===== src/rtl/exec_pkg.sv =====
// Shared types and sizes for the SPI execution unit.
package exec_pkg;

    localparam int unsigned FRAME_BITS   = 72;
    localparam int unsigned RESULT_BITS  = 32;
    localparam int unsigned OP_BITS      = 4;
    localparam int unsigned RSV_BITS     = 4;
    localparam int unsigned PAYLOAD_BITS = FRAME_BITS - RSV_BITS;
    localparam int unsigned SHAMT_BITS   = 5;
    localparam int unsigned MUL_STEPS    = 32;
    localparam int unsigned STEP_BITS    = 5;
    localparam int unsigned CNT_BITS     = 7;

    typedef enum logic [OP_BITS-1:0] {
        OP_ADD = 4'd0,
        OP_SUB = 4'd1,
        OP_AND = 4'd2,
        OP_OR  = 4'd3,
        OP_XOR = 4'd4,
        OP_SLT = 4'd5,
        OP_SLL = 4'd6,
        OP_SRL = 4'd7,
        OP_SRA = 4'd8,
        OP_MUL = 4'd9
    } opcode_e;

    typedef enum logic [2:0] {
        IDLE = 3'd0,
        RECV = 3'd1,
        EXEC = 3'd2,
        SEND = 3'd3,
        DONE = 3'd4
    } state_e;

endpackage


===== src/rtl/exec_core.sv =====
// Compute core: single-cycle ALU/shifter and a 32-step shift-add multiplier.
module exec_core
    import exec_pkg::*;
#(
    parameter bit EN_ALU   = 1'b1,
    parameter bit EN_SHIFT = 1'b1,
    parameter bit EN_MUL   = 1'b1
) (
    input  logic                   clock,
    input  logic                   reset,
    input  logic                   start_i,
    input  logic [OP_BITS-1:0]     op_i,
    input  logic [RESULT_BITS-1:0] a_i,
    input  logic [RESULT_BITS-1:0] b_i,
    output logic                   done_c_o,
    output logic [RESULT_BITS-1:0] result_c_o
);

    logic [SHAMT_BITS-1:0]  shamt;
    logic                   is_mul;
    logic [RESULT_BITS-1:0] alu_res;
    logic [RESULT_BITS-1:0] partial;

    logic                   run_q,    run_d;
    logic [STEP_BITS-1:0]   step_q,   step_d;
    logic [RESULT_BITS-1:0] acc_q,    acc_d;
    logic [RESULT_BITS-1:0] mcand_q,  mcand_d;
    logic [RESULT_BITS-1:0] mplier_q, mplier_d;

    assign shamt   = b_i[SHAMT_BITS-1:0];
    assign is_mul  = EN_MUL && (op_i == OP_MUL);
    assign partial = mplier_q[0] ? mcand_q : '0;

    // Single-cycle result; disabled groups and unknown opcodes yield zero.
    always_comb begin
        alu_res = '0;
        case (op_i)
            OP_ADD: if (EN_ALU) alu_res = a_i + b_i;
            OP_SUB: if (EN_ALU) alu_res = a_i - b_i;
            OP_AND: if (EN_ALU) alu_res = a_i & b_i;
            OP_OR:  if (EN_ALU) alu_res = a_i | b_i;
            OP_XOR: if (EN_ALU) alu_res = a_i ^ b_i;
            OP_SLT: if (EN_ALU) alu_res = RESULT_BITS'($signed(a_i) < $signed(b_i));
            OP_SLL: if (EN_SHIFT) alu_res = a_i << shamt;
            OP_SRL: if (EN_SHIFT) alu_res = a_i >> shamt;
            OP_SRA: if (EN_SHIFT) alu_res = $unsigned($signed(a_i) >>> shamt);
            default: alu_res = '0;
        endcase
    end

    // Multiplier sequencing: first step on start, last step folded into done.
    always_comb begin
        run_d      = run_q;
        step_d     = step_q;
        acc_d      = acc_q;
        mcand_d    = mcand_q;
        mplier_d   = mplier_q;
        done_c_o   = 1'b0;
        result_c_o = alu_res;
        if (!start_i) begin
            run_d    = 1'b0;
            step_d   = '0;
            acc_d    = '0;
            mcand_d  = '0;
            mplier_d = '0;
        end else if (!is_mul) begin
            done_c_o = 1'b1;
        end else if (!run_q) begin
            run_d    = 1'b1;
            step_d   = STEP_BITS'(1);
            acc_d    = b_i[0] ? a_i : '0;
            mcand_d  = {a_i[RESULT_BITS-2:0], 1'b0};
            mplier_d = {1'b0, b_i[RESULT_BITS-1:1]};
        end else if (step_q == STEP_BITS'(MUL_STEPS - 1)) begin
            done_c_o   = 1'b1;
            result_c_o = acc_q + partial;
            run_d      = 1'b0;
            step_d     = '0;
        end else begin
            step_d   = step_q + STEP_BITS'(1);
            acc_d    = acc_q + partial;
            mcand_d  = {mcand_q[RESULT_BITS-2:0], 1'b0};
            mplier_d = {1'b0, mplier_q[RESULT_BITS-1:1]};
        end
    end

    // Multiplier state registers.
    always_ff @(posedge clock or posedge reset) begin
        if (reset) begin
            run_q    <= 1'b0;
            step_q   <= '0;
            acc_q    <= '0;
            mcand_q  <= '0;
            mplier_q <= '0;
        end else begin
            run_q    <= run_d;
            step_q   <= step_d;
            acc_q    <= acc_d;
            mcand_q  <= mcand_d;
            mplier_q <= mplier_d;
        end
    end

endmodule


===== src/rtl/spi_exec_unit.sv =====
// SPI-slave front end: receives a request frame, runs exec_core, returns a marker plus result.
module spi_exec_unit
    import exec_pkg::*;
#(
    parameter bit EN_ALU   = 1'b1,
    parameter bit EN_SHIFT = 1'b1,
    parameter bit EN_MUL   = 1'b1
) (
    input  logic clock,
    input  logic reset,
    input  logic sclk,
    input  logic cs_n,
    input  logic mosi,
    output logic miso,
    output logic busy
);

    state_e                  state_q, state_d;
    logic                    sclk_q;
    logic [CNT_BITS-1:0]     cnt_q,   cnt_d;
    logic [PAYLOAD_BITS-1:0] frame_q, frame_d;
    logic [RESULT_BITS-1:0]  res_q,   res_d;
    logic                    miso_q,  miso_d;
    logic                    busy_q,  busy_d;

    logic                    rise_c;
    logic                    fall_c;
    logic                    rsv_bit_c;
    logic                    core_done_c;
    logic [RESULT_BITS-1:0]  core_result_c;

    assign rise_c    = sclk & ~sclk_q;
    assign fall_c    = ~sclk & sclk_q;
    assign rsv_bit_c = (cnt_q >= CNT_BITS'(OP_BITS)) && (cnt_q < CNT_BITS'(OP_BITS + RSV_BITS));
    assign miso      = miso_q;
    assign busy      = busy_q;

    exec_core #(
        .EN_ALU   (EN_ALU),
        .EN_SHIFT (EN_SHIFT),
        .EN_MUL   (EN_MUL)
    ) u_core (
        .clock      (clock),
        .reset      (reset),
        .start_i    (state_q == EXEC),
        .op_i       (frame_q[PAYLOAD_BITS-1 -: OP_BITS]),
        .a_i        (frame_q[2*RESULT_BITS-1 -: RESULT_BITS]),
        .b_i        (frame_q[RESULT_BITS-1:0]),
        .done_c_o   (core_done_c),
        .result_c_o (core_result_c)
    );

    // Frame FSM: next state, shift registers and miso/busy next values.
    always_comb begin
        state_d = state_q;
        cnt_d   = cnt_q;
        frame_d = frame_q;
        res_d   = res_q;
        miso_d  = miso_q;
        case (state_q)
            IDLE: begin
                miso_d  = 1'b0;
                cnt_d   = '0;
                frame_d = '0;
                if (!cs_n) state_d = RECV;
            end
            RECV: begin
                if (rise_c) begin
                    // Reserved bits are counted but never stored.
                    if (!rsv_bit_c) frame_d = {frame_q[PAYLOAD_BITS-2:0], mosi};
                    cnt_d = cnt_q + CNT_BITS'(1);
                    if (cnt_q == CNT_BITS'(FRAME_BITS - 1)) begin
                        cnt_d   = '0;
                        state_d = EXEC;
                    end
                end
            end
            EXEC: begin
                if (fall_c) miso_d = 1'b0;
                if (core_done_c) begin
                    res_d   = core_result_c;
                    state_d = SEND;
                end
            end
            SEND: begin
                if (fall_c) begin
                    cnt_d = cnt_q + CNT_BITS'(1);
                    if (cnt_q == '0) begin
                        miso_d = 1'b1;
                    end else begin
                        miso_d = res_q[RESULT_BITS-1];
                        res_d  = {res_q[RESULT_BITS-2:0], 1'b0};
                    end
                    if (cnt_q == CNT_BITS'(RESULT_BITS)) begin
                        cnt_d   = '0;
                        state_d = DONE;
                    end
                end
            end
            DONE: begin
                if (fall_c) miso_d = 1'b0;
            end
            default: state_d = IDLE;
        endcase
        // Deselect mid-transaction throws everything away.
        if (state_q != IDLE && cs_n) begin
            state_d = IDLE;
            cnt_d   = '0;
            frame_d = '0;
            res_d   = '0;
            miso_d  = 1'b0;
        end
    end

    assign busy_d = (state_d == EXEC);

    // State and datapath registers.
    always_ff @(posedge clock or posedge reset) begin
        if (reset) begin
            state_q <= IDLE;
            sclk_q  <= 1'b0;
            cnt_q   <= '0;
            frame_q <= '0;
            res_q   <= '0;
            miso_q  <= 1'b0;
            busy_q  <= 1'b0;
        end else begin
            state_q <= state_d;
            sclk_q  <= sclk;
            cnt_q   <= cnt_d;
            frame_q <= frame_d;
            res_q   <= res_d;
            miso_q  <= miso_d;
            busy_q  <= busy_d;
        end
    end

endmodule


===== config.mk =====
export PLATFORM = sky130hd
export DESIGN_NAME = spi_exec_unit
export DESIGN_NICKNAME = d
export VERILOG_FILES = /design/src/rtl/exec_pkg.sv /design/src/rtl/exec_core.sv /design/src/rtl/spi_exec_unit.sv
export SDC_FILE = /design/constraint.sdc
export NUM_CORES = 1
export LEC_CHECK = 0
export CELL_PAD_IN_SITES_DETAIL_PLACEMENT = 0
export CELL_PAD_IN_SITES_GLOBAL_PLACEMENT = 1
export CORE_UTILIZATION = 45
export DETAILED_ROUTE_END_ITERATION = 8
export GPL_TIMING_DRIVEN = 0
export PLACE_DENSITY_LB_ADDON = 0.05
export SLEW_MARGIN = 20
export SYNTH_ARGS = -nofsm -noshare
export SYNTH_HDL_FRONTEND = slang
export SYNTH_SLANG_ARGS = --single-unit

===== constraint.sdc =====
create_clock -name clock -period 8.2 [get_ports clock]
set_input_delay 1.64 -clock clock [delete_from_list [all_inputs] [get_ports clock]]
set_output_delay 1.64 -clock clock [all_outputs]
set_load 0.02 [all_outputs]

==> flow_metrics.tcl <==
set metrics [dict create \
    synth_cell_types 93 \
    cts_root_buffer "clkbuf_16" \
    yosys_warnings 0 \
    yosys.area.top_type "dfrtp_1" \
    layout.nets 2807 \
    cp_slowest_cell "o311ai_1" \
    tightest_slew_ns 1.33 \
    post_drt_wl_per_cell_um 30.4 \
    place_congestion 1.11 \
    routed_via_density 6.82 \
    syn_avg_cell_area_um2 7.78 \
    end_kind "flop" \
    min_to "res_q[3]" \
    hold_ws_ns 0.470 \
    wl_met3_mm 11.2 \
    hp-class "reg -> reg" \
    crit_type "reg -> reg" \
    grt_max_degree 89 \
    cts_tree "built" \
    clock.fmax_mhz 171 \
    path_clk_slew_ns 0.07 \
    timing_hold_violations_final 0 \
    initial_core_util_pct 45.9 \
    num_io_pins 7 \
    synth_flop_cell "dfrtp_1" \
    synth_edf_count 0 \
    rsz0062_at_grt "no" \
    setup_viol_count_final 0 \
    p_leak_uw 0.00882 \
    io_buffers 6 \
    cp_slowest_stage_delay_ns 0.72 \
    timing.final.crit_share_pct 71.3 \
    yosys-top-cells-area "dfrtp_1, ha_1, mux2i_1, o21ai_0, nand2_1" \
    grt_pass1_vias 20900 \
    grt_pass1_wl_mm 145 \
    synth-async-reset-ratio_pct 100 \
    antenna_found_initial 3 \
    highest-signal-layer "met4" \
    worstPathRequired_ns 8.65 \
    synth_top_cell_area_share_pct 26.1 \
    synth_cells 2629 \
    drive_above_1_share_pct 6.58 \
    worstHoldStart "res_q[3]" \
    wl_met2_mm 40.5 \
    status "completed" \
    cp.buffers_inverters 5 \
    reg2reg_depth 15 \
    grt-ovfl-total 0 \
    cts_buffer_depth 3 \
    cp_common_cell "clkbuf_1" \
    worstSetupStartpointType "flop" \
    min_period_ns 5.85 \
    ff2ff_setup_slack_ns 2.35 \
    r2r-start "frame_q[4]" \
    dpl.hpwl_mm 78.9 \
    final_cell_mix "nand2_1, nor2_1, o21ai_0" \
    grt_usage_pct 42.5 \
    cts_made_buffers 27 \
    cp_data_arrival_time_ns 6.30 \
    synth_nets 2768 \
    ys_seq_elements 213 \
    powerDensity_nw_per_um2 129 \
    post_cts.repair.setup_buffers 0 \
    cts.repair.resized 0 \
    drv_slew 0 \
    fp.dieArea_um2 46300 \
    maxSlewHeadroom_pct 10.4 \
    yosysSeqAreaShare_pct 26.1 \
    dieWidth_um 215 \
    coreArea_um2 44500 \
    die_h_um 215 \
    first_iter_violations 3196 \
    ant_nets 0 \
    worstHoldPathCells 2 \
    drc 0 \
    wl_met1_mm 40.1 \
    syn-cell-area_um2 20500 \
    clk_latency_ns 0.59 \
    clock_skew_ns 0.00944 \
    vias 22400 \
    hold_buffers 0 \
    rows 77 \
    area_growth_pct 8.97 \
    worstReg2RegEnd "res_q[25]" \
    critPathMaxFanout 11 \
    cts.sinks 213 \
    drt_wl_total_mm 99.9 \
    peakVddDrop_v 0.000161 \
    setup-tns-final_ns 0 \
    cpLargestDelayFamily "compound AO/OA/AOI/OAI gates" \
    htreeDepth 1 \
    final_common_cell "nand2_1" \
    crit_chain "clkbuf_1 > inv_1 > clkbuf_1 > clkbuf_1 > ha_1 > buf_2 > a21oi_1 > o31ai_2 > o311ai_1 > nand3_1 > a211oi_1 > o21ai_0 > xnor2_1 > a2111oi_0 > a31oi_1" \
    drt_pass1_iterations 8 \
    cap_violations 0 \
]
cell families after synthesis:
group | Yosys count | share of synthesized area, %
flops | 213 | 26.1
mux | 187 | 11.0
xor+xnor | 44 | 1.88
buf+inv | 333 | 6.47
fa+ha+maj | 134 | 8.31
simple gates | 846 | 18.6
compound gates | 872 | 27.8
per-stage QoR:
stage / util, % / std cells / setup slack [ns] / area, µm² / power (µW)
2_1_floorplan: - / 2629 / 0.737 / 20500 / 1410
3_3_place_gp: 47.7 / 3227 / -2.42 / 21300 / 1590
3_5_place_dp: 47.9 / 3231 / 2.79 / 21300 / 1600
4_1_cts: 50.0 / 3281 / 2.77 / 22300 / 2870
5_1_grt: 50.1 / 3281 / 2.31 / 22300 / 2940
6_report: 50.1 / 3284 / 2.35 / 22300 / 2880
report_power, final:
| part | switching, µW | internal [µW] |
|---|---|---|
| combinational | 388 | 142 |
| clock | 531 | 745 |
| sequential | 11.0 | 1060 |
| total | 930 | 1950 |
metal layers:
metal	up-vias	track usage, %
met4	0	27.9
met3	301	9.04
li1	9670	-
met1	10900	57.8
met2	1509	60.4
met5	-	0
sequential cells by signal, indices dropped and copies added, names as in the netlist:
| register | cells |
|---|---|
| res_q | 32 |
| busy | 1 |
| u_core.mplier_q | 31 |
| u_core.acc_q | 32 |
| u_core.run_q | 1 |
| state_q | 3 |
| sclk_q | 1 |
| u_core.step_q | 5 |
| miso | 1 |
| cnt_q | 7 |
| frame_q | 68 |
| u_core.mcand_q | 31 |
final cells by class:
cell class,instances,area [µm²]
fill,4477,22200
multi-input combinational,2083,13800
sequential,213,5330
buffer,227,926
clock buffer,39,801
tap,592,741
inverter,106,405
clock inverter,11,134
timing repair buffer,10,134
antenna,3,7.51
worst max-delay path by stage:
stage | from | slack, ns | cells after the start | to
2_1_floorplan | reset | 0.74 | 1 | busy
3_3_place_gp | reset | -2.42 | 2 | u_core.acc_q[6]
3_5_place_dp | frame_q[4] | 2.79 | 15 | res_q[25]
4_1_cts | frame_q[4] | 2.77 | 15 | res_q[25]
5_1_grt | frame_q[4] | 2.31 | 15 | res_q[25]
6_report | frame_q[4] | 2.35 | 15 | res_q[25]
synth_stat cells, types with 19 or more instances:
library cell,count
nor3_1,63
and3_1,20
a211oi_1,92
o21ai_0,244
dfrtp_1,213
a21o_1,27
mux2_2,35
mux4_2,26
a221oi_1,44
ha_1,131
o211ai_1,35
a21oi_1,185
and2_1,40
nand4_1,21
xnor2_1,33
nor2_1,257
inv_1,103
mux2i_1,126
a31oi_1,29
clkbuf_1,171
nand2_1,322
nand3_1,41
o21bai_1,26
o22ai_1,19
buf_2,32
worst min-delay path, cell delays in order, from the launching register on:
cell     delay [ns]
dfrtp_1        0.34
nand2_1        0.05
nand2_1        0.05
Power figures use the tool's default switching activity.
==> patch 1 (same settings) <==
Put one more register stage on the output `miso`, without a reset. The value now appears one clock later. The other outputs are not delayed to match.
--- a/src/rtl/spi_exec_unit.sv
+++ b/src/rtl/spi_exec_unit.sv
@@ -34,3 +34,5 @@
     assign rsv_bit_c = (cnt_q >= CNT_BITS'(OP_BITS)) && (cnt_q < CNT_BITS'(OP_BITS + RSV_BITS));
-    assign miso      = miso_q;
+    always_ff @(posedge clock) begin
+        miso <= miso_q;
+    end
     assign busy      = busy_q;
Behaviour: no difference found for any inputs over 4 cycles, from zero or initial values and one cycle with reset high; that may be too few to reach the edited logic, so the function may still have changed.
==> patch 1 against the unedited design <==
  * Worst setup slack better by 94 ps
  * Largest power group unchanged
  * Critical path type unchanged
  * Total power down 13%
  * Area after synthesis down 0.81%
  * Synthesized cell count down 1.7%
  * Non-clock buffer count unchanged
  * Sequential cell count up 1
  * Routed wire length up 4.9%
  * Sequential share of layout area up 0.39 points
  * Count of clock-buffer cells in the layout down 2
  * Critical path depth unchanged
  * Cell area down 1.3%
  * Via count down 0.42%
==> patch 1: results (changes against the unedited design) <==
[metrics] detailed-route vias per instance: 6.89 (was 6.82)
[metrics] combined global-route utilization of all metal layers: 0.446 (was 0.425)
[metrics] sequential area share after synthesis: 0.264 (was 0.261)
[metrics] data arrival time at the worst-slack endpoint: 6190 ps (was 6300 ps)
[metrics] number of global-route vias before repair: 21.1k (was 20.9k)
[metrics] share of flip-flops with an asynchronous set or reset after synthesis: 0.995 (was 1.00)
[metrics] Total Nets Final: 2761 (was 2807)
[metrics] layout filler cell count: 4351 (was 4477)
[metrics] ranking of synthesized cells by area: dfrtp_1, ha_1, o21ai_0, mux2i_1, nand2_1 (was dfrtp_1, ha_1, mux2i_1, o21ai_0, nand2_1)
[metrics] Net Sw Power: 0.000721 W (was 0.000930 W)
[metrics] cell count after synthesis: 2585 (was 2629)
[metrics] clock buffers created by TritonCTS: 26 (was 27)
[metrics] number of input and output port buffers inserted: 5 (was 6)
[metrics] average wire length per cell after detail routing: 32.4 µm (was 30.4 µm)
[metrics] largest voltage drop on the vdd net: 0.000202 V (was 0.000161 V)
[metrics] most instantiated cells after synthesis: nand2_1, nor2_1, o21ai_0 (unchanged)
[metrics] status: finished clean (unchanged)
[metrics] Initial DRC Count: 3338 (was 3196)
[metrics] non-filler cells, final: 3236 (was 3284)
[metrics] worst-margin pin slew: 1280 ps (was 1330 ps)
[metrics] count of TritonRoute iterations in the first routing pass: 6 (was 8)
[metrics] final estimated routing congestion in global placement: 1.11 (about the same)
[metrics] post-synth cell types: 91 (was 93)
[metrics] fraction of layout instances using a drive strength above 1: 0.0572 (was 0.0658)
[metrics] largest net degree at the start of global routing: 100 (was 89)
[metrics] first-pass GRT wire length: 149000 µm (was 145000 µm)
[patch 1: final cells by class]
class	instances	area share
antenna	2	0.000227
timing repair buffer	9	0.00557
inverter	109	0.0189
multi-input combinational	2034	0.621
clock buffer	37	0.0337
buffer	228	0.0401
clock inverter	11	0.00381
tap	592	0.0337
sequential	214	0.243
[patch 1: path summary, 6_finish.rpt]
kind | slack (ps) | endpoint | start | depth (start not counted)
min reg2reg | 370 | miso$_DFF_P_ | miso_q$_DFFE_PP0P_ | 0
min | 370 | miso$_DFF_P_ | miso_q$_DFFE_PP0P_ | 0
min in group asynchronous | 1430 | cnt_q[3]$_DFFE_PP0P_ | reset | 2
max in group asynchronous | 5490 | u_core.mplier_q[22]$_DFFE_PP0P_ | reset | 4
max | 2450 | res_q[16]$_DFFE_PP0P_ | frame_q[2]$_DFFE_PP0P_ | 15
max reg2reg | 2450 | res_q[16]$_DFFE_PP0P_ | frame_q[2]$_DFFE_PP0P_ | 15
[patch 1: logic make-up (layout without fill, tap and decap cells)]
logic type,Yosys count,after routing,synth area share
fa+ha+maj,134,134,0.0838
compound gates,828,828,0.265
flops,214,214,0.264
buf+inv,337,394,0.0636
mux,182,182,0.116
xor+xnor,49,49,0.0212
other cells,0,2,0
simple gates,841,841,0.188
[patch 1: critical path: stages, from the launching register on]
cell      delay (ps)
dfrtp_1          390
clkbuf_1         230
inv_1            220
clkbuf_1         600
buf_1            770
ha_1             360
buf_2            170
a21oi_1          210
o22ai_1          180
nor4_1           730
nor3_1           200
o31ai_1          350
a31oi_1          140
xor2_1           270
a221oi_1         650
o31ai_1          150
[patch 1: per-stage QoR]
stage          TNS [ps]  setup WS, ps  area, µm²  hold WS, ps  total power [W]
2_1_floorplan         0           737      20300          347          0.00128
3_5_place_dp          0          2770      21200          359          0.00140
3_3_place_gp    -434460         -2080      21100          361          0.00139
5_1_grt               0          2320      22000          377          0.00256
4_1_cts               0          2770      22000          374          0.00250
6_report              0          2450      22000          371          0.00251
[patch 1: per-layer routing]
layer	routed length, µm	share of wire	global-route usage	vias up
met5	31	0.00030	0	-
met3	13400	0.13	0.142	351
met1	40800	0.39	0.583	10900
met2	42700	0.41	0.640	1572
met4	7800	0.074	0.271	4
li1	-	-	-	9472
[patch 1: power groups by stage]
stage,registers (W),logic (W),clock network [W]
2_1_floorplan,0.00110,0.000186,0
3_3_place_gp,0.00110,0.000283,0
3_5_place_dp,0.00110,0.000292,0
4_1_cts,0.00108,0.000293,0.00112
5_1_grt,0.00109,0.000320,0.00116
6_report,0.00108,0.000304,0.00112
==> patch 2 (same settings) <==
Made on the original files. `EN_MUL` is set to 1'b1 in 2 places; all go to 1'b0.
--- a/src/rtl/exec_core.sv
+++ b/src/rtl/exec_core.sv
@@ -6,3 +6,3 @@
     parameter bit EN_SHIFT = 1'b1,
-    parameter bit EN_MUL   = 1'b1
+    parameter bit EN_MUL   = 1'b0
 ) (
--- a/src/rtl/spi_exec_unit.sv
+++ b/src/rtl/spi_exec_unit.sv
@@ -6,3 +6,3 @@
     parameter bit EN_SHIFT = 1'b1,
-    parameter bit EN_MUL   = 1'b1
+    parameter bit EN_MUL   = 1'b0
 ) (
Function: same outputs for any inputs over 10 cycles, from zero or initial values and one cycle with reset high; that may be too few to reach the edited logic, so the function may still have changed.
==> patch 2 against the unedited design <==
  * Cell area is 33% lower
  * Routed wire length decreased by 27%
  * Largest cell class unchanged
  * Combinational power is 74% lower
  * Worst setup slack got worse by 640 ps
  * Total power fell by 48%
  * Sequential cell count fell by 100
  * Critical path type unchanged
  * Area after synthesis fell by 33%
==> patch 2: results (changes against the unedited design) <==
[metrics] Initial DRC Count: 2118 (was 3196)
[metrics] clock slew at reported path FFs: roughly 60 ps
[metrics] DRC violation count after routing: 0 (unchanged)
[metrics] CTS root buf: clkbuf_16 (unchanged)
[metrics] number of global-route vias before repair: 14.8k (was 20.9k)
[metrics] sequential area share after synthesis: 0.207 (was 0.261)
[metrics] worst-margin pin slew: 1130 ps (was 1330 ps)
[metrics] Clock H-tree levels: 4 (was 1)
[metrics] share of flip-flops with an asynchronous set or reset after synthesis: 1.00 (unchanged)
[metrics] Setup Skew: 19.1 ps (was 9.44 ps)
[metrics] post-synth cell types: 79 (was 93)
[metrics] initial antenna violation count: 5 (was 3)
[metrics] fraction of layout instances using a drive strength above 1: 0.0957 (was 0.0658)
[metrics] layout filler cell count: 2943 (was 4477)
[metrics] type of the worst min-delay path: reg2reg (unchanged)
[metrics] status: finished clean (unchanged)
[metrics] final estimated routing congestion in global placement: 1.08 (was 1.11)
[metrics] clock buffers created by TritonCTS: 17 (was 27)
[metrics] DR vias: 15.8k (was 22.4k)
[metrics] Setup Buffers After CTS: 0 (unchanged)
[metrics] most instantiated cells after synthesis: nand2_1, nor2_1, a21oi_1 (was nand2_1, nor2_1, o21ai_0)
[metrics] buffer levels on the longest clock path: 2 (was 3)
[metrics] HPWL after detailed placement: 56900 µm (was 78900 µm)
[metrics] yosys synthesis warning count: 0 (unchanged)
[metrics] count of TritonRoute iterations in the first routing pass: 6 (was 8)
[metrics] per-instance average area after synthesis: 7.82 µm² (was 7.78 µm²)
[metrics] Post-Syn Nets: 1852 (was 2768)
[metrics] average wire length per cell after detail routing: 33.2 µm (was 30.4 µm)
[metrics] first-pass GRT wire length: 104000 µm (was 145000 µm)
[metrics] largest registers: frame_q x68, res_q x32, cnt_q x7 (was frame_q x68, res_q x32, u_core.acc_q x32)
[metrics] largest net degree at the start of global routing: 76 (was 89)
[metrics] combined global-route utilization of all metal layers: 0.471 (was 0.425)
[metrics] largest voltage drop on the vdd net: 0.000147 V (was 0.000161 V)
[metrics] Max Fanout on Critical Path: 11 (unchanged)
[metrics] clock insertion delay at the later pin of the skew report: 460 ps (was 590 ps)
[metrics] leak pwr: 5.53 nW (was 8.82 nW)
[metrics] number of input and output port buffers inserted: 6 (unchanged)
[metrics] most area-hungry cell type in the Yosys netlist: dfrtp_1 (unchanged)
[metrics] r2r setup slk: 1710 ps (was 2350 ps)
[metrics] post-cts repair resize count: 0 (unchanged)
[metrics] ranking of synthesized cells by area: dfrtp_1, ha_1, mux4_2, nand2_1, a21oi_1 (was dfrtp_1, ha_1, mux2i_1, o21ai_0, nand2_1)
[patch 2: worst paths after layout]
path | startpoint | endpoint | cells past startpoint
max | frame_q[3]$_DFFE_PP0P_ | res_q[22]$_DFFE_PP0P_ | 15
min | frame_q[27]$_DFFE_PP0P_ | frame_q[27]$_DFFE_PP0P_ | 2
max reg2reg | frame_q[3]$_DFFE_PP0P_ | res_q[22]$_DFFE_PP0P_ | 15
min reg2reg | frame_q[27]$_DFFE_PP0P_ | frame_q[27]$_DFFE_PP0P_ | 2
max in group asynchronous | reset | cnt_q[1]$_DFFE_PP0P_ | 3
min in group asynchronous | reset | frame_q[26]$_DFFE_PP0P_ | 2
[patch 2: layer usage]
| metal | up-vias | GRT usage | share of wire |
|---|---|---|---|
| met5 | - | 0 | 0.00036 |
| met4 | 4 | 0.303 | 0.077 |
| met3 | 293 | 0.128 | 0.12 |
| met2 | 1216 | 0.706 | 0.42 |
| met1 | 7679 | 0.597 | 0.38 |
| li1 | 6607 | - | - |
[patch 2: cells by family after synthesis]
family                     synth area share
AOI/OAI and AO/OA                     0.321
xor gates and xnor gates             0.0115
adders and majority gates            0.0936
buffers and inverters                0.0736
DFF                                   0.207
muxes                                 0.121
and+or+nand+nor                       0.173
[patch 2: cell type report]
cell class                      instances  area share
Timing Repair Buffer                    9     0.00697
Inverter                               96      0.0245
Multi-Input combinational cell       1384       0.661
Sequential cell                       113       0.190
Tap cell                              390      0.0328
Clock buffer                           18      0.0288
Antenna cell                            3    0.000504
Buffer                                153      0.0433
Clock inverter                         14      0.0121
[patch 2: worst max-delay path: stages, from the launching register on]
cell and delay (ps):
dfrtp_1 370, clkbuf_1 570, clkinv_1 590, clkbuf_1 460, buf_1 410, ha_1 410, clkbuf_1 250, and3_1 260
o2bb2ai_1 160, o31ai_1 790, o31ai_1 220, a21oi_1 410, o221ai_1 180, nor2b_1 160, a2111oi_1 860, o21ai_0 190
[patch 2: stage by stage]
step	instance area [µm²]	utilization	setup WS (ps)	std cells	hold slack, ps
2_1_floorplan	13700	-	3570	1746	470
3_3_place_gp	14200	0.478	1710	2142	488
3_5_place_dp	14300	0.481	2150	2145	500
4_1_cts	14900	0.501	2140	2177	513
5_1_grt	14900	0.501	1650	2177	527
6_report	14900	0.501	1710	2180	512
[patch 2: report_power, final]
part	leakage (nW)	total [W]	internal (W)	switching [W]
combinational	3.67	0.000136	0.0000355	0.000101
clock	0.285	0.000808	0.000482	0.000326
sequential	1.57	0.000561	0.000559	0.00000215
total	5.53	0.00151	0.00108	0.000429
